$ cat config.mk
export PLATFORM = sky130hd
export DESIGN_NAME = wim_toggle_monitor
export DESIGN_NICKNAME = d
export VERILOG_FILES = /design/src/rtl/wim_toggle_monitor.sv
export SDC_FILE = /design/constraint.sdc
export NUM_CORES = 1
export LEC_CHECK = 0
export CORE_MARGIN = 1.5
export CORE_UTILIZATION = 50
export DETAILED_ROUTE_END_ITERATION = 6
export PLACE_DENSITY = 0.86
export SYNTH_ARGS = -nofsm -noshare
export SYNTH_HDL_FRONTEND = slang
export SYNTH_SLANG_ARGS = --single-unit
$ cat constraint.sdc
create_clock -name clk -period 4.7 [get_ports clk]
set_input_delay 0.47 -clock clk [delete_from_list [all_inputs] [get_ports clk]]
set_output_delay 0.47 -clock clk [all_outputs]
set_load 0.03 [all_outputs]
$ cat src/rtl/wim_toggle_monitor.sv
// ============================================================================
//  Module      : wim_toggle_monitor
//  Description : Windowed bit-toggle monitor for the 7-bit WIM decoder output;
//                accumulates per-sample Hamming distance and tracks its maximum.
//  Revision    : 1.0 - initial release
// ============================================================================
`default_nettype none

module wim_toggle_monitor #(
  parameter int CNT_W = 16
) (
  input  logic             clk,
  input  logic             rst_n,
  input  logic             start,
  input  logic             abort,
  input  logic [7:0]       win_len,
  input  logic             in_valid,
  output logic             in_ready,
  input  logic [6:0]       in_word,
  output logic             busy,
  output logic             done,
  output logic [CNT_W-1:0] toggle_cnt,
  output logic [2:0]       max_hd
);

  localparam logic [1:0]       c_ST_IDLE  = 2'd0;
  localparam logic [1:0]       c_ST_FIRST = 2'd1;
  localparam logic [1:0]       c_ST_ACC   = 2'd2;
  localparam logic [1:0]       c_ST_DONE  = 2'd3;
  localparam logic [CNT_W-1:0] c_CNT_MAX  = '1;

  logic [1:0]       r_state;
  logic [1:0]       w_next_state;
  logic [6:0]       r_prev;
  logic [8:0]       r_remaining;
  logic [CNT_W-1:0] r_toggle_cnt;
  logic [2:0]       r_max_hd;
  logic             r_done;

  logic             w_accept;
  logic             w_start_ok;
  logic             w_last;
  logic [6:0]       w_xor;
  logic [2:0]       w_hd;
  logic [CNT_W:0]   w_sum;
  logic [CNT_W-1:0] w_sat;

  assign w_accept   = in_valid & in_ready;
  assign w_start_ok = start & ~abort & ((r_state == c_ST_IDLE) | (r_state == c_ST_DONE));
  assign w_last     = (r_remaining == 9'd1);

  // Per-bit toggle detect against the previously accepted word
  genvar gi;
  generate
    for (gi = 0; gi < 7; gi++) begin : g_toggle_bit
      assign w_xor[gi] = in_word[gi] ^ r_prev[gi];
    end
  endgenerate

  always_comb begin
    w_hd = 3'd0;
    for (int i = 0; i < 7; i++) begin
      w_hd = w_hd + {2'b00, w_xor[i]};
    end
  end

  assign w_sum = {1'b0, r_toggle_cnt} + {{(CNT_W-2){1'b0}}, w_hd};
  assign w_sat = w_sum[CNT_W] ? c_CNT_MAX : w_sum[CNT_W-1:0];

  // State register
  always_ff @(posedge clk or negedge rst_n) begin
    if (!rst_n) begin
      r_state <= c_ST_IDLE;
    end else begin
      r_state <= w_next_state;
    end
  end

  // Next-state logic; abort overrides every other request
  always_comb begin
    w_next_state = r_state;
    if (abort) begin
      w_next_state = c_ST_IDLE;
    end else begin
      case (r_state)
        c_ST_IDLE: begin
          if (start) w_next_state = c_ST_FIRST;
        end
        c_ST_FIRST: begin
          if (w_accept) w_next_state = w_last ? c_ST_DONE : c_ST_ACC;
        end
        c_ST_ACC: begin
          if (w_accept && w_last) w_next_state = c_ST_DONE;
        end
        c_ST_DONE: begin
          if (start) w_next_state = c_ST_FIRST;
        end
        default: w_next_state = c_ST_IDLE;
      endcase
    end
  end

  // Output decode
  always_comb begin
    in_ready = (r_state == c_ST_FIRST) | (r_state == c_ST_ACC);
    busy     = (r_state == c_ST_FIRST) | (r_state == c_ST_ACC);
    done     = r_done;
  end

  // Window datapath; results stay frozen after abort until the next start
  always_ff @(posedge clk or negedge rst_n) begin
    if (!rst_n) begin
      r_prev       <= 7'd0;
      r_remaining  <= 9'd0;
      r_toggle_cnt <= '0;
      r_max_hd     <= 3'd0;
      r_done       <= 1'b0;
    end else begin
      r_done <= (w_next_state == c_ST_DONE) && (r_state != c_ST_DONE);
      if (!abort) begin
        if (w_start_ok) begin
          r_remaining  <= (win_len == 8'd0) ? 9'd256 : {1'b0, win_len};
          r_toggle_cnt <= '0;
          r_max_hd     <= 3'd0;
        end else if (w_accept) begin
          r_prev      <= in_word;
          r_remaining <= r_remaining - 9'd1;
          if (r_state == c_ST_ACC) begin
            r_toggle_cnt <= w_sat;
            if (w_hd > r_max_hd) r_max_hd <= w_hd;
          end
        end
      end
    end
  end

  assign toggle_cnt = r_toggle_cnt;
  assign max_hd     = r_max_hd;

endmodule

`default_nettype wire
==> impl_metrics.json, run 1 <==
{
  "critPathRequiredTime_ps": 4910,
  "drv_cap": 0,
  "clk_pin_slew_ps": 80,
  "period_share": 0.947,
  "cts.sinks": 38,
  "yosys_warnings": 0,
  "seqPwrFrac": 0.268,
  "swShare": 0.442,
  "antenna_found_initial": 0,
  "r2r_start": "r_prev[0]",
  "cts_max_path_buffers": 2,
  "slew_headroom": 0.446,
  "setup_violations": 0,
  "grt_pass1_vias": 1946,
  "via_per_inst": 5.77,
  "insertion_delay_ps": 300,
  "power_density_nw_per_um2": 607,
  "cts_tree": "yes",
  "grt_pass1_wl_mm": 8.87,
  "num-fill-cells": 362,
  "drv_slew": 0,
  "placed_cell_area_um2": 2890,
  "leakagePower_nw": 1.28,
  "rows": 25,
  "post_cts_resize_count": 0,
  "wl_per_cell_um": 15.1,
  "reg2reg_slack_ps": 440,
  "start_kind": "input port",
  "reg2regPathDepth": 12,
  "cts_setup_buffers": 0,
  "drt_iter0_drc": 167,
  "cellInternalPower_w": 0.00102,
  "hold_viol_final": 0,
  "grt_overflow_total": 0,
  "skew_ps": 8.49,
  "outcome": "complete, no violations",
  "multi_input_area_um2": 1380,
  "synth_edf_count": 0,
  "synth_top_area_frac": 0.387,
  "synthTopCellsByArea": "dfrtp_1 39%, nand2_1 5.7%, ha_1 5.6%",
  "coreArea_um2": 4720,
  "fin_tns_setup_ps": 0,
  "dr_total_vias": 2049,
  "final_area_um2": 3010,
  "synthCells": 247,
  "netlist_area_um2": 2460,
  "die_area_um2": 5340,
  "period_minus_slack_ps": 4450,
  "syn_nets": 283,
  "hp-class": "in2async",
  "irDropWorstVdd_v": 0.000357,
  "ant_nets": 0,
  "worstPathArrival_ps": 4660,
  "cts_root_buffer": "clkbuf_8",
  "synthTopCellsByCount": "38 x dfrtp_1, 37 x nand2_1, 15 x inv_1, 11 x a21oi_1, 11 x ha_1",
  "drcViolationCount": 0,
  "synth_most_common_cell": "dfrtp_1",
  "chipWidth_um": 73.1,
  "gp_congestion": 0.854,
  "cts_buffers": 5,
  "final_net_count": 324,
  "synth_top_area_cell": "dfrtp_1",
  "rsz0062_at_grt": "false",
  "drive_gt1_frac": 0.0938,
  "grt_max_degree": 39,
  "syn2layout_area_growth_pct": 22.4,
  "endpoint_kind": "register",
  "dp_hpwl_mm": 3.82,
  "pwr-share-comb": 0.573,
  "ys_seq_area_frac": 0.387,
  "worstReg2RegEnd": "toggle_cnt[5]",
  "synth_ff_type": "dfrtp_1",
  "h-tree-depth": 2,
  "wl_mm": 5.36,
  "pwr-share-clk": 0.159,
  "drt_first_pass_iters": 4,
  "async_flop_share": 1.00,
  "start_util": 0.520,
  "antenna_cells_inserted": 0,
  "fmax_mhz": 225,
  "die_y_um": 73.1,
  "tightest_slew_ps": 831,
  "synthDistinctLibCells": 62,
  "p_switching_w": 0.000805,
  "seqCellArea_um2": 951,
  "grt_util_all_layers": 0.217,
  "portBuffers": 41,
  "cts_hold_buf": 0,
  "ys_seq_elements": 38,
  "io_pins": 42,
  "synth.avg_cell_area_um2": 9.95,
  "crit_type": "in2reg",
  "critical_path.max_fanout": 8
}
-- state kept, by name, indices dropped and copies added, names as in the netlist --
signal	count
r_state	2
r_prev	7
done	1
max_hd	3
toggle_cnt	16
r_remaining	9
-- cells in the final DEF (no fill, tap or decap), types with 2 or more instances in the layout --
cell,n
buf_4,3
fa_1,5
nor2_1,9
nand3_1,8
clkdlybuf4s50_1,40
nor3_1,4
inv_1,15
nand3b_1,2
a211oi_1,7
a31oi_1,8
o21ai_0,9
clkbuf_8,6
xnor2_1,5
a21oi_1,11
nand4_1,3
nor2b_1,3
nand2b_1,3
nand2_1,37
ha_1,11
nor3b_2,2
a221o_1,3
a41oi_1,3
and3_1,4
and4_1,4
mux2i_1,3
nor4_1,3
xor2_1,5
dfrtp_1,38
-- cells by family after synthesis --
family | after synthesis | synth area share
AOI/OAI and AO/OA | 57 | 0.170
xor gates and xnor gates | 10 | 0.0356
adders and majority gates | 16 | 0.0967
buffers and inverters | 25 | 0.0555
DFF | 38 | 0.387
muxes | 3 | 0.0122
and+or+nand+nor | 98 | 0.243
-- stage by stage --
stage	setup WS (ps)	util	hold WS [ps]	total power, W	std cells
after CTS	230	0.637	300	0.00182	355
after global routing	45.5	0.637	341	0.00197	355
final	249	0.637	264	0.00182	355
after detailed placement	-99.2	0.613	489	0.00152	348
after global placement	41.4	0.613	480	0.00147	348
after floorplan	620	-	174	0.00127	247
-- worst max path at each step --
| stage | to | start | slack, ps |
|---|---|---|---|
| finish | toggle_cnt[5] | in_word[0] | 250 |
| CTS | toggle_cnt[5] | in_word[0] | 230 |
| detailed placement | toggle_cnt[11] | in_word[0] | -100 |
| global route | toggle_cnt[5] | in_word[0] | 50 |
| floorplan | toggle_cnt[5] | in_word[0] | 620 |
| global placement | toggle_cnt[5] | in_word[0] | 40 |
-- cell type report --
cell class              count  area share
clock buffers               6      0.0275
multi-input cells         184       0.457
inverters                  15      0.0187
well taps                  67      0.0279
flip-flops and latches     38       0.316
clock inverters             1     0.00999
repair buffers             44       0.142
-- per-layer routing --
layer / share of wire / GRT usage / vias up
met3: 0.047 / 0.0470 / 10
met2: 0.49 / 0.348 / 59
met5: 0 / 0 / -
met4: 0.016 / 0.0901 / 0
li1: - / - / 987
met1: 0.45 / 0.284 / 993
-- critical path: stages --
cell,delay (ps)
clkdlybuf4s50_1,430
xor2_1,180
fa_1,550
inv_1,60
fa_1,500
fa_1,450
fa_1,570
inv_1,80
ha_1,290
a211oi_1,480
nor3_4,130
and4_1,220
a211oi_1,230
-- power by group through the flow --
stage / Combinational (W) / Clock (W) / Sequential [W]
4_1_cts: 0.00104 / 0.000291 / 0.000487
6_report: 0.00104 / 0.000291 / 0.000489
2_1_floorplan: 0.000767 / 0 / 0.000504
5_1_grt: 0.00116 / 0.000303 / 0.000499
3_5_place_dp: 0.00104 / 0 / 0.000489
3_3_place_gp: 0.000988 / 0 / 0.000485
Power figures use the tool's default switching activity.
==> run 2, diff against run 1 <==
Settings changed: CORE_ASPECT_RATIO set to 0.6.
==> impl_metrics.json, run 2 (same netlist as run 1, synthesis figures left out) <==
{
  "outcome": "complete, no violations",
  "h-tree-depth": 2,
  "skew_ps": 8.48,
  "power_density_nw_per_um2": 587,
  "fin_tns_setup_ps": 0,
  "critical_path.max_fanout": 9,
  "reg2regPathDepth": 11,
  "worstReg2RegEnd": "toggle_cnt[6]",
  "setup_violations": 0,
  "cts_root_buffer": "clkbuf_8",
  "endpoint_kind": "register",
  "grt_pass1_wl_mm": 8.89,
  "insertion_delay_ps": 300,
  "tightest_slew_ps": 833,
  "leakagePower_nw": 1.27,
  "final_common_cell": "clkdlybuf4s50_1",
  "start_util": 0.527,
  "rows": 19,
  "grt_overflow_total": 0,
  "grt_util_all_layers": 0.216,
  "final_cell_mix": "40 x clkdlybuf4s50_1, 38 x dfrtp_1, 37 x nand2_1",
  "gp_congestion": 0.849,
  "utilization": 0.639,
  "largest_reg_flops": 16,
  "cts_setup_buffers": 0,
  "drt_first_pass_iters": 4,
  "reg2reg_slack_ps": 430,
  "drv_slew": 0,
  "dr_total_vias": 2099,
  "drv_cap": 0,
  "die_y_um": 57.3,
  "dp_hpwl_mm": 4.04,
  "start_kind": "input port",
  "rsz0062_at_grt": "false",
  "r2r_start": "r_prev[0]",
  "fmax_mhz": 224,
  "cts_tree": "yes",
  "num-fill-cells": 389,
  "p_total_w": 0.00175,
  "post_cts_resize_count": 0,
  "cts_hold_buf": 0,
  "ant_nets": 0,
  "via_per_inst": 5.96,
  "clk_pin_slew_ps": 70,
  "period_share": 0.951,
  "drive_gt1_frac": 0.0969,
  "hp-class": "in2async",
  "cts_max_path_buffers": 2,
  "grt_max_degree": 39,
  "irDropWorstVdd_v": 0.000397,
  "drcViolationCount": 0,
  "cts.sinks": 38,
  "period_minus_slack_ps": 4470,
  "cts_buffers": 5,
  "worstPathArrival_ps": 4680,
  "syn2layout_area_growth_pct": 21.1,
  "wl_mm": 5.44,
  "chipWidth_um": 93.5,
  "antenna_cells_inserted": 0,
  "drt_iter0_drc": 133,
  "wl_per_cell_um": 15.5,
  "coreArea_um2": 4660,
  "crit_type": "in2reg",
  "hold_viol_final": 0,
  "grt_pass1_vias": 1862,
  "portBuffers": 41,
  "cp-startpoint": "in_word[0]",
  "slew_headroom": 0.445,
  "antenna_found_initial": 0,
  "final_net_count": 325,
  "critPathRequiredTime_ps": 4900,
  "die_area_um2": 5360,
  "io_pins": 42
}
[run 2: cell type report]
cell class	count	area [um^2]	area share
clock buffers	5	68.8	0.0231
multi-input cells	184	1380	0.462
clock inverters	2	10.0	0.00336
flip-flops and latches	38	951	0.320
repair buffers	45	435	0.146
well taps	63	78.8	0.0265
inverters	15	56.3	0.0189
[run 2: layer usage]
| metal | routed length (um) | global-route usage |
|---|---|---|
| met4 | 50 | 0.0584 |
| met2 | 2480 | 0.330 |
| met1 | 2560 | 0.313 |
| met3 | 349 | 0.0453 |
| met5 | 0 | 0 |
[run 2: worst max path at each step]
| stage | end | slack, ps | cells after the start |
|---|---|---|---|
| after CTS | toggle_cnt[5] | 240 | 13 |
| after floorplan | toggle_cnt[5] | 620 | 12 |
| after global placement | toggle_cnt[15] | 30 | 14 |
| after global routing | toggle_cnt[5] | 50 | 13 |
| final | toggle_cnt[6] | 230 | 12 |
| after detailed placement | toggle_cnt[5] | -90 | 13 |
[run 2: worst max-delay path: stages]
cell             delay [ps]
clkdlybuf4s50_1         430
xor2_1                  170
fa_1                    540
inv_1                    60
fa_1                    510
fa_1                    450
fa_1                    520
fa_1                    470
nor2b_1                 180
o211a_1                 240
nand2_1                 270
a311oi_2                350
[run 2: power breakdown]
part	switching, W	internal [W]	leakage [nW]
combinational	0.000599	0.000446	0.721
clock	0.000116	0.0000996	0.0438
sequential	0.0000784	0.000408	0.506
total	0.000794	0.000954	1.27
[run 2: stage by stage]
stage	area, um^2	std cells	worst slack [ps]	hold slack [ps]
2_1_floorplan	2460	247	620	174
3_3_place_gp	2900	345	25.2	478
3_5_place_dp	2900	345	-91.4	485
4_1_cts	2980	352	238	304
5_1_grt	2980	352	45.8	345
6_report	2980	352	229	265
==> run 3, diff against run 2 <==
==> constraint.sdc (replaced) <==
create_clock -name clk -period 4.7 [get_ports clk]
set_input_delay 0.94 -clock clk [delete_from_list [all_inputs] [get_ports clk]]
set_output_delay 0.94 -clock clk [all_outputs]
set_load 0.03 [all_outputs]
==> impl_metrics.json, run 3 (same netlist as run 1, synthesis figures left out) <==
{
  "outcome": "complete, no violations",
  "start_util": 0.527,
  "r2r_start": "r_prev[0]",
  "h-tree-depth": 2,
  "insertion_delay_ps": 300,
  "final_common_cell": "clkdlybuf4s50_1",
  "worstPathArrival_ps": 4750,
  "drive_gt1_frac": 0.145,
  "period_minus_slack_ps": 4570,
  "dr_total_vias": 2124,
  "antenna_cells_inserted": 0,
  "crit_type": "in2reg",
  "chipWidth_um": 93.5,
  "drv_slew": 0,
  "clk_pin_slew_ps": 80,
  "cts_max_path_buffers": 2,
  "reg2reg_slack_ps": 760,
  "grt_util_all_layers": 0.229,
  "period_share": 0.973,
  "grt_max_degree": 39,
  "fmax_mhz": 219,
  "ant_nets": 0,
  "largest_reg_flops": 16,
  "final_cell_mix": "39 x clkdlybuf4s50_1, 38 x dfrtp_1, 36 x nand2_1",
  "leakagePower_nw": 1.32,
  "die_area_um2": 5360,
  "drt_first_pass_iters": 4,
  "critical_path.max_fanout": 5,
  "via_per_inst": 5.92,
  "use_met1": 0.323,
  "crit_end": "toggle_cnt[15]",
  "critPathRequiredTime_ps": 4880,
  "drt_iter0_drc": 106,
  "dp_slack_ps": -563,
  "cts.sinks": 38,
  "fin_tns_setup_ps": 0,
  "grtUsageMet2": 0.355,
  "cts_root_buffer": "clkbuf_8",
  "grt_overflow_total": 0,
  "irDropWorstVdd_v": 0.000405,
  "slew_headroom": 0.410,
  "use_met3": 0.0480,
  "worstReg2RegEnd": "toggle_cnt[15]",
  "power_density_nw_per_um2": 677,
  "reg2regPathDepth": 12,
  "wl_per_cell_um": 15.8,
  "rows": 19,
  "grt_pass1_vias": 1955,
  "portBuffers": 41,
  "cts_buffers": 5,
  "antenna_found_initial": 0,
  "skew_ps": 15.3,
  "cts_tree": "yes",
  "p_total_w": 0.00210,
  "start_kind": "input port",
  "wl_mm": 5.68,
  "hp-class": "reg2reg",
  "final.setup.worst_slack_ps": 126,
  "setup_violations": 0,
  "io_pins": 42,
  "drcViolationCount": 0,
  "drv_cap": 0,
  "hold_viol_final": 0,
  "gp_congestion": 0.870,
  "coreArea_um2": 4660,
  "die_y_um": 57.3,
  "cts_setup_buffers": 0,
  "tightest_slew_ps": 881,
  "num-fill-cells": 384,
  "busiest_layer": "met2",
  "final_net_count": 331,
  "dp_hpwl_mm": 4.13,
  "grt_pass1_wl_mm": 9.33,
  "syn2layout_area_growth_pct": 26.3,
  "cp-startpoint": "in_word[3]",
  "endpoint_kind": "register"
}
-- run 3: metal layers --
| layer | share of wire | wire length [um] |
|---|---|---|
| met5 | 0 | 0 |
| met1 | 0.47 | 2680 |
| met2 | 0.45 | 2580 |
| met4 | 0.014 | 77 |
| met3 | 0.061 | 344 |
-- run 3: final cells by class --
type,count,area (um^2),share of cell area
Clock buffer,7,76.3,0.0246
Clock inverter,1,30.0,0.00968
Inverter,15,56.3,0.0181
Multi-Input combinational cell,184,1430,0.460
Sequential cell,38,951,0.306
Tap cell,63,78.8,0.0254
Timing Repair Buffer,51,483,0.156
-- run 3: metrics by stage --
step / std cells / cell area (um^2) / util / hold slack, ps
after global routing: 359 / 3100 / 0.666 / 523
final: 359 / 3100 / 0.666 / 502
after detailed placement: 351 / 2940 / 0.631 / 484
after global placement: 351 / 2940 / 0.631 / 479
after CTS: 359 / 3080 / 0.662 / 502
after floorplan: 247 / 2460 / - / 466
-- run 3: timing repair --
action,CTS,global route
resized for setup,7,5
pin swaps,2,5
hold buffers,0,0
endpoints found under the setup margin,16,18
-- run 3: where the power goes --
| group | total (W) | switching (W) | internal (W) |
|---|---|---|---|
| clock | 0.000277 | 0.000118 | 0.000159 |
| sequential | 0.000491 | 0.0000831 | 0.000408 |
| combinational | 0.00133 | 0.000697 | 0.000636 |
-- run 3: critical path: stages --
cell	delay, ps
clkdlybuf4s50_1	440
xor2_1	190
fa_1	510
inv_1	50
fa_1	470
fa_2	400
fa_2	590
fa_2	260
nor2b_2	60
o211a_1	230
buf_4	150
nor4bb_1	350
nor3_1	90
-- run 3: worst min-delay path by stage --
stage                         start  slack, ps        end  depth (start not counted)
after CTS                 r_prev[2]        500  r_prev[2]                          2
after floorplan           r_prev[0]        470  r_prev[0]                          2
after global placement    r_prev[2]        480  r_prev[2]                          2
after detailed placement  r_prev[2]        480  r_prev[2]                          2
final                     r_prev[2]        500  r_prev[2]                          2
after global routing      r_prev[2]        520  r_prev[2]                          2
==> variant 1: new RTL, flow settings as in run 3 <==
Make the reset (`rst_n`) synchronous in 2 clocked blocks.
--- a/src/rtl/wim_toggle_monitor.sv
+++ b/src/rtl/wim_toggle_monitor.sv
@@ -69,5 +69,5 @@
 
   // State register
-  always_ff @(posedge clk or negedge rst_n) begin
+  always_ff @(posedge clk) begin
     if (!rst_n) begin
       r_state <= c_ST_IDLE;
@@ -109,5 +109,5 @@
 
   // Window datapath; results stay frozen after abort until the next start
-  always_ff @(posedge clk or negedge rst_n) begin
+  always_ff @(posedge clk) begin
     if (!rst_n) begin
       r_prev       <= 7'd0;
Function: differs if rst_n is asserted again (counterexample within 4 cycles, from zero or initial values and one cycle with rst_n low); with rst_n held inactive, the same outputs for 4 cycles.
==> variant 1 against run 3 <==
Wire length rose by 11%; non-clock buffer count rose by 4; synthesized cell count rose by 21%; sequential share of layout area fell by 5.9 points; worst hold slack got worse by 23 ps; setup slack improved by 120 ps; final area fell by 0.85%; area after synthesis fell by 3.3%; sequential cell count did not move; first-iteration DRC count rose by 130%; critical endpoint is now toggle_cnt[7].
Power is not compared: it rests on default switching activity, and its combinational part moved more than twofold at a synthesized area within 25%.
==> variant 1: results (changes against run 3) <==
Outcome: finished, final reports clean (unchanged)
Crit path largest cell delay: 590 ps (about the same)
Pleak: 1.102 nW
Antenna diode count: 0 (unchanged)
Routed WL: 6289 um (was 5683 um)
Vias in the first global route: 2201 (was 1955)
Placed Area: 0.002922 mm2 (was 0.002942 mm2)
Vias: 2350 (was 2124)
DRT iter0 DRCs: 243 (was 106)
Fin Clk Skew: 3.326 ps (was 15.27 ps)
Non-Filler Instances: 413 (was 359)
Cell variety after synth: 47 (was 62)
Synth Net Count: 336 (was 283)
Ys flop type: dfxtp_1 (was dfrtp_1)
Critical path origin: in_word[0] (was in_word[3])
Drt first pass iters: 5 (was 4)
Tot GR Track Use: 0.2519 (was 0.2295)
Hold Crit Start: r_prev[6] (was r_prev[2])
Synth cell count leaders: nand2_1, dfxtp_1, nor2_1 (was dfrtp_1, nand2_1, inv_1)
CTS Buf Count: 5 (unchanged)
Final HPWL DP: 4417 um (was 4129 um)
Global placement routability congestion: 0.9034 (was 0.8699)
Pre-CTS setup slack: -461.4 ps (was -562.6 ps)
FILL cells: 388 (was 384)
Crit path DAT: 4670 ps (was 4750 ps)
Hold Path Class: flip-flop to flip-flop (unchanged)
Worst r2r src: r_prev[0] (unchanged)
Syn Inst Count: 300 (was 247)
Layout cell share with drive strength beyond 1: 0.1143 (was 0.1453)
Largest net degree at the start of global routing: 29 (was 39)
Rel. slew slack: 0.3606 (was 0.4103)
Max FFs per register: 16 (unchanged)
First-pass GRT wire length: 10410 um (was 9328 um)
Synth top area cells: dfxtp_1, nand2_1, ha_1 (was dfrtp_1, nand2_1, ha_1)
Register area share after synthesis: 0.3202 (was 0.3870)
Max Fanout on Critical Path: 3 (was 5)
Fin nets: 386 (was 331)
Port Buffer Count: 41 (unchanged)
Asr flop ratio synth: 0 (was 1.000)
## variant 1: cell count changes in the layout (fill, tap and decap cells not counted), moves of 6 or more
cell,delta
o21ai_0,+6
nor2b_1,+9
nor2_1,+15
dfrtp_1,-38
dfxtp_1,+38
a21boi_0,+11
inv_1,+6
## variant 1: power groups by stage
stage	logic, mW	clock network [mW]	registers, mW
CTS	0.179	0.218	0.334
finish	0.187	0.216	0.334
detailed placement	0.171	0	0.342
global route	0.209	0.235	0.335
floorplan	0.106	0	0.340
global placement	0.167	0	0.341
## variant 1: path summary, 6_finish.rpt
| check | to | slack, ps | cells after the start |
|---|---|---|---|
| max reg2reg | toggle_cnt[7] | 680 | 12 |
| min reg2reg | r_prev[6] | 480 | 2 |
| min | r_prev[6] | 480 | 2 |
| max | toggle_cnt[7] | 240 | 13 |
## variant 1: timing repair
item,CTS,global route
pin swaps,4,10
endpoints found under the setup margin,16,19
resized for setup,7,11
## variant 1: logic make-up after synthesis
kind of cell / after synthesis / synth area share
adder cells (fa/ha/maj): 16 / 0.1001
buffers and inverters: 33 / 0.05372
AO/OA/AOI/OAI: 86 / 0.2422
AND/OR/NAND/NOR: 116 / 0.2433
flip-flops: 38 / 0.3202
XOR/XNOR: 11 / 0.04055
## variant 1: worst max-delay path, delay by kind of cell
family | cells | cell delay (ps)
AO/OA/AOI/OAI | 2 | 210
XOR/XNOR | 1 | 160
adder cells (fa/ha/maj) | 5 | 2280
buffers and inverters | 3 | 270
AND/OR/NAND/NOR | 2 | 800
## variant 1: area by class of cell
| class | count | area share |
|---|---|---|
| well taps | 63 | 0.02562 |
| flip-flops and latches | 38 | 0.2473 |
| clock buffers | 7 | 0.02481 |
| multi-input cells | 229 | 0.5067 |
| inverters | 21 | 0.02562 |
| repair buffers | 55 | 0.1700 |
## variant 1: routing by layer
layer / vias to the layer above / global-route usage / wire (um)
met5: - / 0 / 0
met4: 0 / 0.05275 / 31
met3: 4 / 0.06911 / 464
met2: 94 / 0.3661 / 2619
met1: 1102 / 0.3712 / 3174
li1: 1150 / - / -
## variant 1: stage by stage
step                hold WS, ps    util
floorplan                 448.8       -
global placement          457.0  0.6401
detailed placement        467.0  0.6401
CTS                       478.7  0.6653
global route              498.8  0.6741
finish                    478.6  0.6741
==> variant 2: new RTL, settings of run 3 <==
Made on the original files. Change the parameter `CNT_W` from 16 to 12.
--- a/src/rtl/wim_toggle_monitor.sv
+++ b/src/rtl/wim_toggle_monitor.sv
@@ -8,5 +8,5 @@
 
 module wim_toggle_monitor #(
-  parameter int CNT_W = 16
+  parameter int CNT_W = 12
 ) (
   input  logic             clk,
Interface: changed (resized toggle_cnt); port bits go from 42 to 38. The function was not compared with the original's and may differ.
==> variant 2 against run 3 <==
Wire length decreased by 11%; final area decreased by 9.0%; area after synthesis decreased by 12%; sequential share of layout area decreased by 0.53 points; power decreased by 4.0%; sequential cell count decreased by 4; sequential power decreased by 4.9%; setup slack improved by 180 ps; critical endpoint is now toggle_cnt[11]; highest routed layer unchanged.
==> variant 2: results (changes against run 3) <==
Port Buffer Count: 37 (was 41)
Cells on worst reg2reg path: 13 (was 12)
Yosys top cell area share: 0.3919 (was 0.3870)
Max Fanout on Critical Path: 4 (was 5)
Pre-CTS setup slack: -420.5 ps (was -562.6 ps)
Fin nets: 298 (was 331)
Largest net degree at the start of global routing: 35 (was 39)
Vias in the first global route: 1644 (was 1955)
Fin Clk Skew: 10.13 ps (was 15.27 ps)
Non-Filler Instances: 323 (was 359)
Register area share after synthesis: 0.3919 (was 0.3870)
Placed Area: 0.002669 mm2 (was 0.002942 mm2)
Synth top area cells: dfrtp_1, ha_1, fa_1 (was dfrtp_1, nand2_1, ha_1)
Yosys warns: 0 (unchanged)
Root buffer cell: clkbuf_8 (unchanged)
Avg WL per Cell: 15.60 um (was 15.83 um)
Cell variety after synth: 46 (was 62)
Tot GR Track Use: 0.2334 (was 0.2295)
Max FFs per register: 12 (was 16)
Rel. slew slack: 0.3479 (was 0.4103)
Final HPWL DP: 3719 um (was 4129 um)
DRT iter0 DRCs: 101 (was 106)
Pleak: 1.152 nW (was 1.322 nW)
Synth cell count leaders: dfrtp_1, inv_1, nand2_1 (was dfrtp_1, nand2_1, inv_1)
First-pass GRT wire length: 7845 um (was 9328 um)
Synth Net Count: 249 (was 283)
Layout cell share with drive strength beyond 1: 0.1749 (was 0.1453)
DR vias/cell: 5.480 (was 5.916)
Syn_area_per_cell: 10.19 um2 (was 9.949 um2)
Global placement routability congestion: 0.9131 (was 0.8699)
Hold path depth: 1 (was 2)
Crit path DAT: 4580 ps (was 4750 ps)
Outcome: finished, final reports clean (unchanged)
==> variant 2: cell types whose count changed after synthesis, moves of 4 or more <==
cell | before | now
dfrtp_1 | 38 | 34
xnor2_1 | 5 | 9
nor3_1 | 4 | 8
a211oi_1 | 7 | 3
and4_1 | 4 | 0
and3_1 | 4 | 0
mux2_2 | 0 | 7
nand2_1 | 37 | 14
==> variant 2: worst paths after layout <==
kind                                   to  slack [ps]        from
max in group asynchronous  toggle_cnt[10]        3310       rst_n
min in group asynchronous            done        1050       rst_n
hold reg to reg                 r_prev[2]         530   r_prev[2]
setup / recovery           toggle_cnt[11]         310  in_word[3]
hold / removal                  r_prev[2]         530   r_prev[2]
setup reg to reg           toggle_cnt[11]         720   r_prev[3]
==> variant 2: final cells by class <==
class | instances | area (um2)
fillers | 334 | 1319
multi-input cells | 154 | 1269
clock inverters | 2 | 12.51
repair buffers | 49 | 467.9
flip-flops and latches | 34 | 850.8
well taps | 60 | 75.07
clock buffers | 6 | 82.58
inverters | 18 | 67.56
==> variant 2: per-layer routing <==
metal  global-route usage  routed length, um
met1               0.3218               2500
met2               0.3524               2191
met3              0.08282                291
met4              0.05990                 55
met5                    0                  0
==> variant 2: where the power goes <==
group	internal, mW	leakage (nW)	switching (mW)
clock	0.118	0.0472	0.115
combinational	0.671	0.660	0.645
sequential	0.377	0.445	0.0897
total	1.17	1.15	0.850
==> variant 2: kinds of logic (layout without fill, tap and decap cells) <==
group / count (synthesis) / in the layout / synth area share
AO/OA/AOI/OAI: 46 / 46 / 0.1406
XOR/XNOR: 15 / 15 / 0.06052
adder cells (fa/ha/maj): 16 / 16 / 0.1095
buffers and inverters: 25 / 75 / 0.04726
flip-flops: 34 / 34 / 0.3919
multiplexers: 11 / 11 / 0.05476
AND/OR/NAND/NOR: 66 / 66 / 0.1954
==> variant 2: repair_timing <==
| action | in CTS | in global routing |
|---|---|---|
| pin swaps | 1 | 6 |
| gates resized for setup | 4 | 7 |
| setup endpoints to repair | 9 | 12 |
| setup buffers | 0 | 1 |
| hold buffers | 0 | 0 |
